**config.mk**
```make
export PLATFORM = sky130hd
export DESIGN_NAME = fft_spectrum_reader
export DESIGN_NICKNAME = d
export VERILOG_FILES = /design/src/rtl/fft_spectrum_reader_pkg.sv /design/src/rtl/fftrd_fifo.sv /design/src/rtl/fft_spectrum_reader.sv
export SDC_FILE = /design/constraint.sdc
export NUM_CORES = 1
export LEC_CHECK = 0
export CAP_MARGIN = 20
export CORE_MARGIN = 2
export CORE_UTILIZATION = 55
export DETAILED_ROUTE_END_ITERATION = 8
export PLACE_DENSITY = 0.77
export SLEW_MARGIN = 5
export SYNTH_ARGS = -nofsm -noshare
export SYNTH_HDL_FRONTEND = slang
export SYNTH_SLANG_ARGS = --single-unit
export TNS_END_PERCENT = 30
```
**constraint.sdc**
```tcl
create_clock -name clk -period 12.55 [get_ports clk]
set_input_delay 2.51 -clock clk [delete_from_list [all_inputs] [get_ports clk]]
set_output_delay 2.51 -clock clk [all_outputs]
set_load 0.01 [all_outputs]
```
**src/rtl/fft_spectrum_reader_pkg.sv**
```systemverilog
// Shared types and helpers for the FFT spectrum reader: FSM states, FIFO sizing, L1 magnitude.
package fft_spectrum_reader_pkg;

  localparam int PKG_FFT_DW = 16;
  localparam int PKG_RD_LAT = 4;
  localparam int FIFO_DEPTH = PKG_RD_LAT + 2;
  localparam int MAG_W      = PKG_FFT_DW + 1;

  typedef enum logic [1:0] {IDLE, ISSUE, DRAIN, DONE} state_t;

  // |re|+|im| in MAG_W bits; the most negative input maps to 2^(DW-1) without saturation.
  function automatic logic [MAG_W-1:0] mag_l1(input logic signed [PKG_FFT_DW-1:0] re,
                                                input logic signed [PKG_FFT_DW-1:0] im);
    logic [MAG_W-1:0] re_x, im_x, re_a, im_a;
    re_x = {re[PKG_FFT_DW-1], re};
    im_x = {im[PKG_FFT_DW-1], im};
    re_a = re[PKG_FFT_DW-1] ? (~re_x + MAG_W'(1)) : re_x;
    im_a = im[PKG_FFT_DW-1] ? (~im_x + MAG_W'(1)) : im_x;
    return re_a + im_a;
  endfunction

endpackage

```
**src/rtl/fftrd_fifo.sv**
```systemverilog
// Small synchronous FIFO for the spectrum reader output; overflow is a design error and asserted.
module fftrd_fifo #(
  parameter  int W     = 8,
  parameter  int DEPTH = 6,
  localparam int AW    = (DEPTH > 1) ? $clog2(DEPTH) : 1,
  localparam int CW    = $clog2(DEPTH + 1)
) (
  input  logic          clk,
  input  logic          rst_n,
  input  logic          i_push,
  input  logic [W-1:0]  i_data,
  input  logic          i_pop,
  output logic [W-1:0]  o_data,
  output logic          o_empty,
  output logic [CW-1:0] o_count
);

  logic [W-1:0]  r_mem [DEPTH];
  logic [AW-1:0] r_wp, r_rp;
  logic [CW-1:0] r_cnt;
  logic          w_full, w_wr, w_rd;

  assign w_full  = (r_cnt == CW'(DEPTH));
  assign o_empty = (r_cnt == '0);
  assign o_count = r_cnt;
  assign w_wr    = i_push && !w_full;
  assign w_rd    = i_pop && !o_empty;

  function automatic logic [AW-1:0] ptr_inc(input logic [AW-1:0] p);
    return (p == AW'(DEPTH - 1)) ? '0 : p + AW'(1);
  endfunction

  always_ff @(posedge clk or negedge rst_n) begin
    if (!rst_n) begin
      r_wp  <= '0;
      r_rp  <= '0;
      r_cnt <= '0;
    end else begin
      if (w_wr) r_wp <= ptr_inc(r_wp);
      if (w_rd) r_rp <= ptr_inc(r_rp);
      case ({w_wr, w_rd})
        2'b10:   r_cnt <= r_cnt + CW'(1);
        2'b01:   r_cnt <= r_cnt - CW'(1);
        default: r_cnt <= r_cnt;
      endcase
      assert (!(i_push && w_full));
    end
  end

  always_ff @(posedge clk) begin
    if (w_wr) r_mem[r_wp] <= i_data;
  end

  assign o_data = r_mem[r_rp];

endmodule

```
**src/rtl/fft_spectrum_reader.sv**
```systemverilog
// Reads NBINS FFT bins over the DMA bus after core done and streams |re|+|im| out on valid/ready.
// Optional peak tracker enabled by defining FFTRD_PEAK_EN.
module fft_spectrum_reader
  import fft_spectrum_reader_pkg::*;
#(
  parameter  int FFT_LENGTH = 1024,
  parameter  int FFT_DW     = PKG_FFT_DW,
  parameter  int NBINS      = FFT_LENGTH / 2,
  parameter  int RD_LAT     = PKG_RD_LAT,
  localparam int FFT_N      = $clog2(FFT_LENGTH)
) (
  input  logic                     clk,
  input  logic                     rst_n,
  input  logic                     start_i,
  input  logic signed [7:0]        bfpexp_i,
  output logic                     busy_o,
  output logic                     frame_done_o,
  output logic                     dmaact_o,
  output logic [FFT_N-1:0]         dmaa_o,
  input  logic signed [FFT_DW-1:0] dmadr_real_i,
  input  logic signed [FFT_DW-1:0] dmadr_imag_i,
  output logic                     m_valid_o,
  input  logic                     m_ready_i,
  output logic [FFT_N-1:0]         m_bin_o,
  output logic [MAG_W-1:0]         m_mag_o,
  output logic                     m_last_o,
  output logic [7:0]               m_exp_o,
  output logic [FFT_N-1:0]         peak_bin_o,
  output logic [MAG_W-1:0]         peak_mag_o
);

  localparam int FW = FFT_N + MAG_W + 1;
  localparam int CW = $clog2(FIFO_DEPTH + 1);

  state_t                       r_state, w_state_nxt;
  logic [FFT_N-1:0]             r_addr;
  logic [7:0]                   r_exp;
  logic                         w_issue, w_start_acc, w_credit;
  logic [RD_LAT-1:0]            r_vld_pipe;
  logic [RD_LAT-1:0][FFT_N-1:0] r_idx_pipe;
  logic                         r_mag_vld, r_mag_last;
  logic [MAG_W-1:0]             r_mag;
  logic [FFT_N-1:0]             r_mag_bin;
  logic [FW-1:0]                w_fifo_dout, w_fifo_q;
  logic                         w_empty, w_pop, w_last_hs;
  logic [CW-1:0]                w_cnt;
  int                           w_occ;

  // Count everything between the DMA issue and the FIFO, net of this cycle's pop, so a
  // slow consumer can never overflow the FIFO regardless of RD_LAT.
  always_comb begin
    w_occ = int'(r_mag_vld) + int'(w_cnt) - int'(w_pop);
    for (int i = 0; i < RD_LAT; i++) w_occ = w_occ + int'(r_vld_pipe[i]);
    w_credit = (w_occ < FIFO_DEPTH);
  end

  always_comb begin
    w_state_nxt = r_state;
    w_issue     = 1'b0;
    w_start_acc = 1'b0;
    case (r_state)
      IDLE: if (start_i) begin
        w_start_acc = 1'b1;
        w_state_nxt = ISSUE;
      end
      ISSUE: begin
        w_issue = w_credit;
        if (w_credit && r_addr == FFT_N'(NBINS - 1)) w_state_nxt = DRAIN;
      end
      DRAIN:   if (w_last_hs) w_state_nxt = DONE;
      DONE:    w_state_nxt = IDLE;
      default: w_state_nxt = IDLE;
    endcase
  end

  always_ff @(posedge clk or negedge rst_n) begin
    if (!rst_n) r_state <= IDLE;
    else        r_state <= w_state_nxt;
  end

  assign busy_o       = (r_state == ISSUE) || (r_state == DRAIN);
  assign frame_done_o = (r_state == DONE);
  assign dmaact_o     = w_issue;
  assign dmaa_o       = r_addr;
  assign m_exp_o      = r_exp;

  always_ff @(posedge clk or negedge rst_n) begin
    if (!rst_n) begin
      r_addr <= '0;
      r_exp  <= '0;
    end else if (w_start_acc) begin
      r_addr <= '0;
      r_exp  <= bfpexp_i;
    end else if (w_issue && r_addr != FFT_N'(NBINS - 1)) begin
      r_addr <= r_addr + FFT_N'(1);
    end
  end

  // Return path: tag each read with its bin, then register the magnitude once.
  always_ff @(posedge clk or negedge rst_n) begin
    if (!rst_n) begin
      r_vld_pipe <= '0;
      r_idx_pipe <= '0;
      r_mag_vld  <= 1'b0;
      r_mag      <= '0;
      r_mag_bin  <= '0;
      r_mag_last <= 1'b0;
    end else begin
      r_vld_pipe <= {r_vld_pipe[RD_LAT-2:0], w_issue};
      r_idx_pipe <= {r_idx_pipe[RD_LAT-2:0], r_addr};
      r_mag_vld  <= r_vld_pipe[RD_LAT-1];
      if (r_vld_pipe[RD_LAT-1]) begin
        r_mag      <= mag_l1(dmadr_real_i, dmadr_imag_i);
        r_mag_bin  <= r_idx_pipe[RD_LAT-1];
        r_mag_last <= (r_idx_pipe[RD_LAT-1] == FFT_N'(NBINS - 1));
      end
    end
  end

  fftrd_fifo #(.W(FW), .DEPTH(FIFO_DEPTH)) u_fifo (
    .clk     (clk),
    .rst_n   (rst_n),
    .i_push  (r_mag_vld),
    .i_data  ({r_mag_bin, r_mag, r_mag_last}),
    .i_pop   (w_pop),
    .o_data  (w_fifo_dout),
    .o_empty (w_empty),
    .o_count (w_cnt)
  );

  assign w_pop     = !w_empty && m_ready_i;
  assign w_fifo_q  = w_empty ? '0 : w_fifo_dout;
  assign m_valid_o = !w_empty;
  assign m_bin_o   = w_fifo_q[FW-1 -: FFT_N];
  assign m_mag_o   = w_fifo_q[MAG_W:1];
  assign m_last_o  = w_fifo_q[0];
  assign w_last_hs = w_pop && m_last_o;

`ifdef FFTRD_PEAK_EN
  logic             r_run_vld, w_take;
  logic [MAG_W-1:0] r_run_mag, r_peak_mag;
  logic [FFT_N-1:0] r_run_bin, r_peak_bin;

  // Bins arrive in ascending order, so a strict compare keeps the lower bin on ties.
  assign w_take = w_pop && (!r_run_vld || m_mag_o > r_run_mag);

  always_ff @(posedge clk or negedge rst_n) begin
    if (!rst_n) begin
      r_run_vld  <= 1'b0;
      r_run_mag  <= '0;
      r_run_bin  <= '0;
      r_peak_mag <= '0;
      r_peak_bin <= '0;
    end else begin
      if (w_start_acc) begin
        r_run_vld <= 1'b0;
        r_run_mag <= '0;
        r_run_bin <= '0;
      end else if (w_take) begin
        r_run_vld <= 1'b1;
        r_run_mag <= m_mag_o;
        r_run_bin <= m_bin_o;
      end
      if (w_last_hs) begin
        r_peak_mag <= w_take ? m_mag_o : r_run_mag;
        r_peak_bin <= w_take ? m_bin_o : r_run_bin;
      end
    end
  end

  assign peak_bin_o = r_peak_bin;
  assign peak_mag_o = r_peak_mag;
`else
  assign peak_bin_o = '0;
  assign peak_mag_o = '0;
`endif

endmodule

```
==> impl_results.md, run 1 <==
* Status: completed
* Critical-path top delay cell: clkdlybuf4s50_1
* Synthesized area at 12,000 sq um
* CTS sink count at 270
* Max-cap viol count at 0
* Detailed Routing Iterations Pass 1 at 5
* Fin crit period at 8.81 ns
* Most common cell after layout, fill and taps aside: edfxtp_1
* Row cnt at 54
* Largest net degree at the start of global routing at 77
* Place WS at 3.70 ns
* GRT Residual Overflow at 0
* Worst-margin pin slew at 0.936 ns
* Worst skew pair latency at 0.52 ns
* Highest ir drop seen on vdd at 0.000202 V
* Antenna-violating nets left at 0
* Area grow syn2layout at 16.4%
* First-pass GRT wire length at 37,400 microns
* CTS tree: yes
* CP Cell Sequence: clkdlybuf4s50_1 -> nand2_1 -> inv_1 -> ha_1 -> inv_1 -> ha_1 -> fa_1 -> fa_1 -> inv_1 -> a211o_2 -> ha_1 -> o21ai_0 -> o21bai_2 -> a21boi_1 -> clkdlybuf4s50_1
* Slew Limit Fails at 0
* DPL Wire Length at 14,700 microns
* Final Hold Fails at 0
* Post-CTS Resized at 0
* Leak at 5.37 nW
* Num CTS Buffers at 26
* Share of cells above drive strength 1 at 12.8%
* Crit share post-route at 70.2%
* Syn Area/Cell at 14.2 sq um
* Async SR Flop Fraction at 37.8%
* Antenna violations before repair at 0
* Root buf cell: clkbuf_16
* IO Port Bufs at 93
* HP Class: register to register
* Required time worst endpoint at 10.04 ns
* DRT Wirelength at 23,000 microns
* DRT iter0 DRCs at 445
* Crit-path max cell delay at 0.59 ns
* Top-level I/O count at 121
* Synthesized flop and latch total at 270
* Post-synth EDFFs at 168
* Vias per cell at 5.60
* RSZ-0062 raised after global routing: false
* Die Width at 152 microns
* Drt drc at 0
* Cells on worst reg2reg path at 15
* Area after DPL at 13,200 sq um
* Worst-path fanout max at 4
* Fin worst setup slack at 3.74 ns
* Relative slew slack at 37.6%
* Worst Setup Path Type: input pin to primary output
* Register area share after synthesis at 63.2%
* Most frequent cells in the layout: 168 x edfxtp_1, 99 x dfrtp_1, 92 x clkdlybuf4s50_1
* Clock transition at path regs at 0.06 ns
* Setup_tns at 0 ns
* Placed Cells at 1,202
* CP startpoint: m_ready_i
* Starting Density at 55.6%
* Hold Startpoint: r_idx_pipe[18]
* CP Capture Type: primary output
* Vias post-DR at 7,006
* Fin Hold WS at 0.334 ns
* Final Net Count at 1,032
* Setup bufs post-CTS at 0
* Cells after Synth at 847
* Clk_skew at 0.0140 ns
* Max Clk Rate at 113 MHz
* Global Route Usage Sum at 21.0%
* Design area at 14,000 sq um
* Die H at 152 microns
* Vias in the first global route at 7,216
* Synth Warn # at 0
* H-tree depth at 1
* Layout Cells excl Fill at 1,250
* Post-synth top flop: edfxtp_1
* DR WL/cell at 18.4 microns
* Cells on Worst Hold Path at 0
* Die area at 23,000 sq um
* Number of unique standard cell types used by synthesis at 74
* Critical R2R Launch: u_fifo.o_count[2]
* Final RePlAce weighted congestion at 0.823
* Core area at 21,600 sq um
* Max Root-Sink Buffers at 3
* Crit start category: input pin
* # diodes at 0
* PD cells at 244 nW/um^2
* Endpoints failing setup at 0
* Critical path arrival at 6.30 ns
* CTS Hold Bufs at 0
synthesized netlist by cell type, types with 3 or more instances:
cell / n / share of area, %
mux4_2: 28 / 5.2
buf_2: 3 / 0.12
mux2_2: 18 / 1.7
o2111ai_1: 3 / 0.22
and2_1: 3 / 0.16
a21boi_0: 3 / 0.19
edfxtp_1: 168 / 42
nand2_1: 71 / 2.2
or2_2: 3 / 0.16
nor3_1: 12 / 0.50
fa_1: 5 / 0.83
a21o_1: 9 / 0.56
buf_1: 9 / 0.28
a21oi_1: 15 / 0.62
nor2_1: 50 / 1.6
xnor2_1: 32 / 2.3
nand3_1: 16 / 0.67
xor2_1: 6 / 0.44
ha_1: 33 / 3.4
clkbuf_1: 14 / 0.44
o41ai_1: 5 / 0.36
mux2i_1: 36 / 3.0
or4_1: 3 / 0.19
o31ai_1: 10 / 0.62
nor2b_1: 3 / 0.16
nand4_1: 4 / 0.21
dfrtp_1: 102 / 21
o21a_1: 3 / 0.19
a211oi_1: 33 / 2.1
o21ai_0: 27 / 1.1
nand2b_1: 11 / 0.57
buf_4: 27 / 1.7
inv_1: 31 / 0.97
per-stage QoR:
step	total power [W]	util, %
2_1_floorplan	0.00221	-
3_3_place_gp	0.00265	60.9
3_5_place_dp	0.00269	60.9
4_1_cts	0.00345	64.7
5_1_grt	0.00362	64.7
6_report	0.00342	64.7
cells by family (layout without fill, tap and decap cells):
group / Yosys count / in the layout / share of synthesized area [%]
simple gates: 195 / 195 / 7.63
fa+ha+maj: 38 / 38 / 4.27
compound gates: 134 / 134 / 8.06
buf+inv: 87 / 184 / 3.74
flops: 270 / 270 / 63.2
other cells: 1 / 27 / 0.0312
mux: 83 / 83 / 10.0
xor+xnor: 39 / 39 / 3.00
worst max-delay path: cells and delay by family:
kind / cells / cell delay (ns)
compound gates: 4 / 0.93
fa+ha+maj: 5 / 1.55
buf+inv: 5 / 1.19
simple gates: 1 / 0.12
area by class of cell:
class	instances	area (sq um)
timing repair buffer	104	1010
tap	280	350
sequential	270	7600
multi-input combinational	516	4090
clock buffer	39	729
clock inverter	9	82.6
fill	1545	7630
inverter	32	120
final timing paths:
check,end,slack (ns)
worst max-delay path,dmaact_o,3.74
worst min-delay path,r_idx_pipe[28],0.33
worst max register to register,dmaa_o[1],8.51
worst min register to register,r_idx_pipe[28],0.33
max in group asynchronous,u_fifo.r_rp[0],9.31
min in group asynchronous,m_exp_o[6],1.90
report_power, final:
group,switching [W],internal (W)
clock,0.000310,0.000423
combinational,0.000657,0.000634
sequential,0.000175,0.00122
registers in the layout (all words and copies together), names as in the netlist:
register        flops
dmaa_o             10
m_exp_o             8
r_idx_pipe         40
r_mag              17
r_mag_bin          10
r_mag_last          1
r_mag_vld           1
r_state             2
r_vld_pipe          4
u_fifo.o_count      3
u_fifo.r_mem      168
u_fifo.r_rp         3
u_fifo.r_wp         3
per-layer routing:
layer  wire length, microns  vias to the layer above  share of wire [%]  track usage [%]
met2                  11700                      146                 51             36.1
met5                      0                        -                  0                0
li1                       -                     3305                  -                -
met3                    932                       24                4.1             2.69
met4                    269                        0                1.2             4.12
met1                  10100                     3531                 44             29.3
Note: power is estimated with default switching activity, not from simulation.
==> run 2, diff against run 1 <==
==> constraint.sdc (replaced) <==
create_clock -name clk -period 9.25 [get_ports clk]
set_input_delay 1.85 -clock clk [delete_from_list [all_inputs] [get_ports clk]]
set_output_delay 1.85 -clock clk [all_outputs]
set_load 0.01 [all_outputs]
==> run 2 against run 1 <==
Effect of this change: sequential power is 36% higher; non-clock buffer count stayed put; register-to-register slack worse by 3.3 ns; highest routed layer unchanged; global-route usage is 0.62 points lower; combinational power is 34% higher; first-iteration DRC count is 18% lower; sequential share of layout area is 0.21 points lower; clock skew is 0.0057 ns lower; critical path type unchanged; design area is 0.38% higher; final cell count stayed put; wire length is 1.0% lower.
==> impl_results.md, run 2 (synthesis gave the netlist of run 1 again) <==
* Status: completed
* HP Class: register to register
* CP Cell Sequence: clkdlybuf4s50_1 -> nand2_1 -> inv_1 -> ha_1 -> inv_1 -> ha_1 -> fa_1 -> fa_1 -> inv_1 -> a211o_2 -> ha_1 -> o21ai_0 -> o21bai_2 -> a21boi_1 -> clkdlybuf4s50_1
* Largest delay contributor family on the critical path: adder cells
* Vias per cell at 5.59
* Highest ir drop seen on vdd at 0.000262 V
* Core area at 21,600 sq um
* RSZ-0062 raised after global routing: false
* Row cnt at 54
* Max Root-Sink Buffers at 3
* Relative slew slack at 36.7%
* Critical path arrival at 5.71 ns
* Global Route Usage Sum at 20.4%
* Final RePlAce weighted congestion at 0.845
* Crit share post-route at 81.7%
* Area grow syn2layout at 16.9%
* Reg with most FFs: u_fifo.r_mem
* Endpoints failing setup at 0
* First-pass GRT wire length at 36,300 microns
* Root buf cell: clkbuf_16
* Vias in the first global route at 6,915
* DRT Wirelength at 22,800 microns
* Drt drc at 0
* Die H at 152 microns
* Worst-margin pin slew at 0.949 ns
* CP Buf/Inv Count at 5
* Vias post-DR at 6,990
* Share of cells above drive strength 1 at 12.8%
* GRT Residual Overflow at 0
* Top-level I/O count at 121
* Starting Density at 55.6%
* DPL Wire Length at 14,700 microns
* Critical-path top delay cell: clkdlybuf4s50_1
* Antenna violations before repair at 0
* Required time worst endpoint at 7.40 ns
* Max Clk Rate at 132 MHz
* Fin crit period at 7.56 ns
* Most common cell after layout, fill and taps aside: edfxtp_1
* Max-cap viol count at 0
* Most frequent cells in the layout: 168 x edfxtp_1, 99 x dfrtp_1, 92 x clkdlybuf4s50_1
* CTS tree: yes
* Clock transition at path regs at 0.06 ns
* Placed Cells at 1,202
* H-tree depth at 1
* Largest net degree at the start of global routing at 78
* Die Width at 152 microns
* # diodes at 0
* Antenna-violating nets left at 0
* Clk_skew at 0.00828 ns
* Slew Limit Fails at 0
* CTS Hold Bufs at 0
* CTS sink count at 270
* Max reg flops at 168
* Final Hold Fails at 0
* Crit start category: input pin
* Worst-path fanout max at 4
* Worst Setup Path Type: input pin to primary output
* Biggest regs: u_fifo.r_mem x168, r_idx_pipe x40, r_mag x17
* Crit-path max cell delay at 0.60 ns
* Layout Cells excl Fill at 1,250
* Final Net Count at 1,032
* Setup bufs post-CTS at 0
* IO Port Bufs at 93
* PD cells at 334 nW/um^2
* Setup_tns at 0 ns
* Num CTS Buffers at 26
* Detailed Routing Iterations Pass 1 at 5
* Worst skew pair latency at 0.52 ns
* Post-CTS Resized at 0
* Die area at 23,000 sq um
* DR WL/cell at 18.2 microns
* Leak at 5.40 nW
* DRT iter0 DRCs at 365
* CP Capture Type: primary output
## run 2: final timing paths
path                              startpoint             end  slack [ns]  cells after the start
hold reg to reg               r_idx_pipe[17]  r_idx_pipe[27]        0.34                      0
max in group asynchronous              rst_n  u_fifo.r_rp[0]        6.66                      2
min in group asynchronous              rst_n      m_exp_o[6]        1.24                      1
setup / recovery                   m_ready_i        dmaact_o        1.69                     15
setup reg to reg           u_fifo.o_count[2]       dmaa_o[1]        5.17                     15
hold / removal                r_idx_pipe[17]  r_idx_pipe[27]        0.34                      0
## run 2: metrics by stage
stage          utilization [%]  area, sq um  hold WS, ns  power [W]  worst slack, ns
6_report                  64.9        14000        0.342    0.00468             1.69
5_1_grt                   64.9        14000        0.353    0.00497             1.48
4_1_cts                   64.9        14000        0.346    0.00473             1.68
3_5_place_dp              60.9        13200        0.335    0.00365             1.72
3_3_place_gp              60.9        13200        0.331    0.00360             1.78
2_1_floorplan                -        12100        0.331    0.00300             2.94
## run 2: area by class of cell
class,instances,area [sq um]
clock buffer,41,752
clock inverter,7,114
fill,1550,7580
timing repair buffer,104,1010
inverter,32,120
multi-input combinational,516,4090
tap,280,350
sequential,270,7600
## run 2: per-layer routing
layer	routed length [microns]	track usage, %	vias up
met1	10100	29.2	3500
met3	964	2.49	26
met2	11400	34.2	151
met4	318	4.40	0
met5	0	0	-
li1	-	-	3313
## run 2: power breakdown
group	internal, W	switching [W]	total (W)	leakage [nW]
Clock	0.000641	0.000415	0.00106	0.423
Combinational	0.000855	0.000878	0.00173	2.15
Sequential	0.00165	0.000240	0.00189	2.83
## run 2: worst reg2reg max path, stage by stage (launching register included)
cell	delay [ns]
dfrtp_1	0.43
nor3_2	0.25
inv_1	0.09
nand2_1	0.14
inv_1	0.11
ha_1	0.29
inv_1	0.04
ha_1	0.20
fa_1	0.50
fa_1	0.49
xor3_4	0.32
o21ai_0	0.33
and2b_2	0.27
o21ai_2	0.16
a21oi_1	0.12
a41o_2	0.24
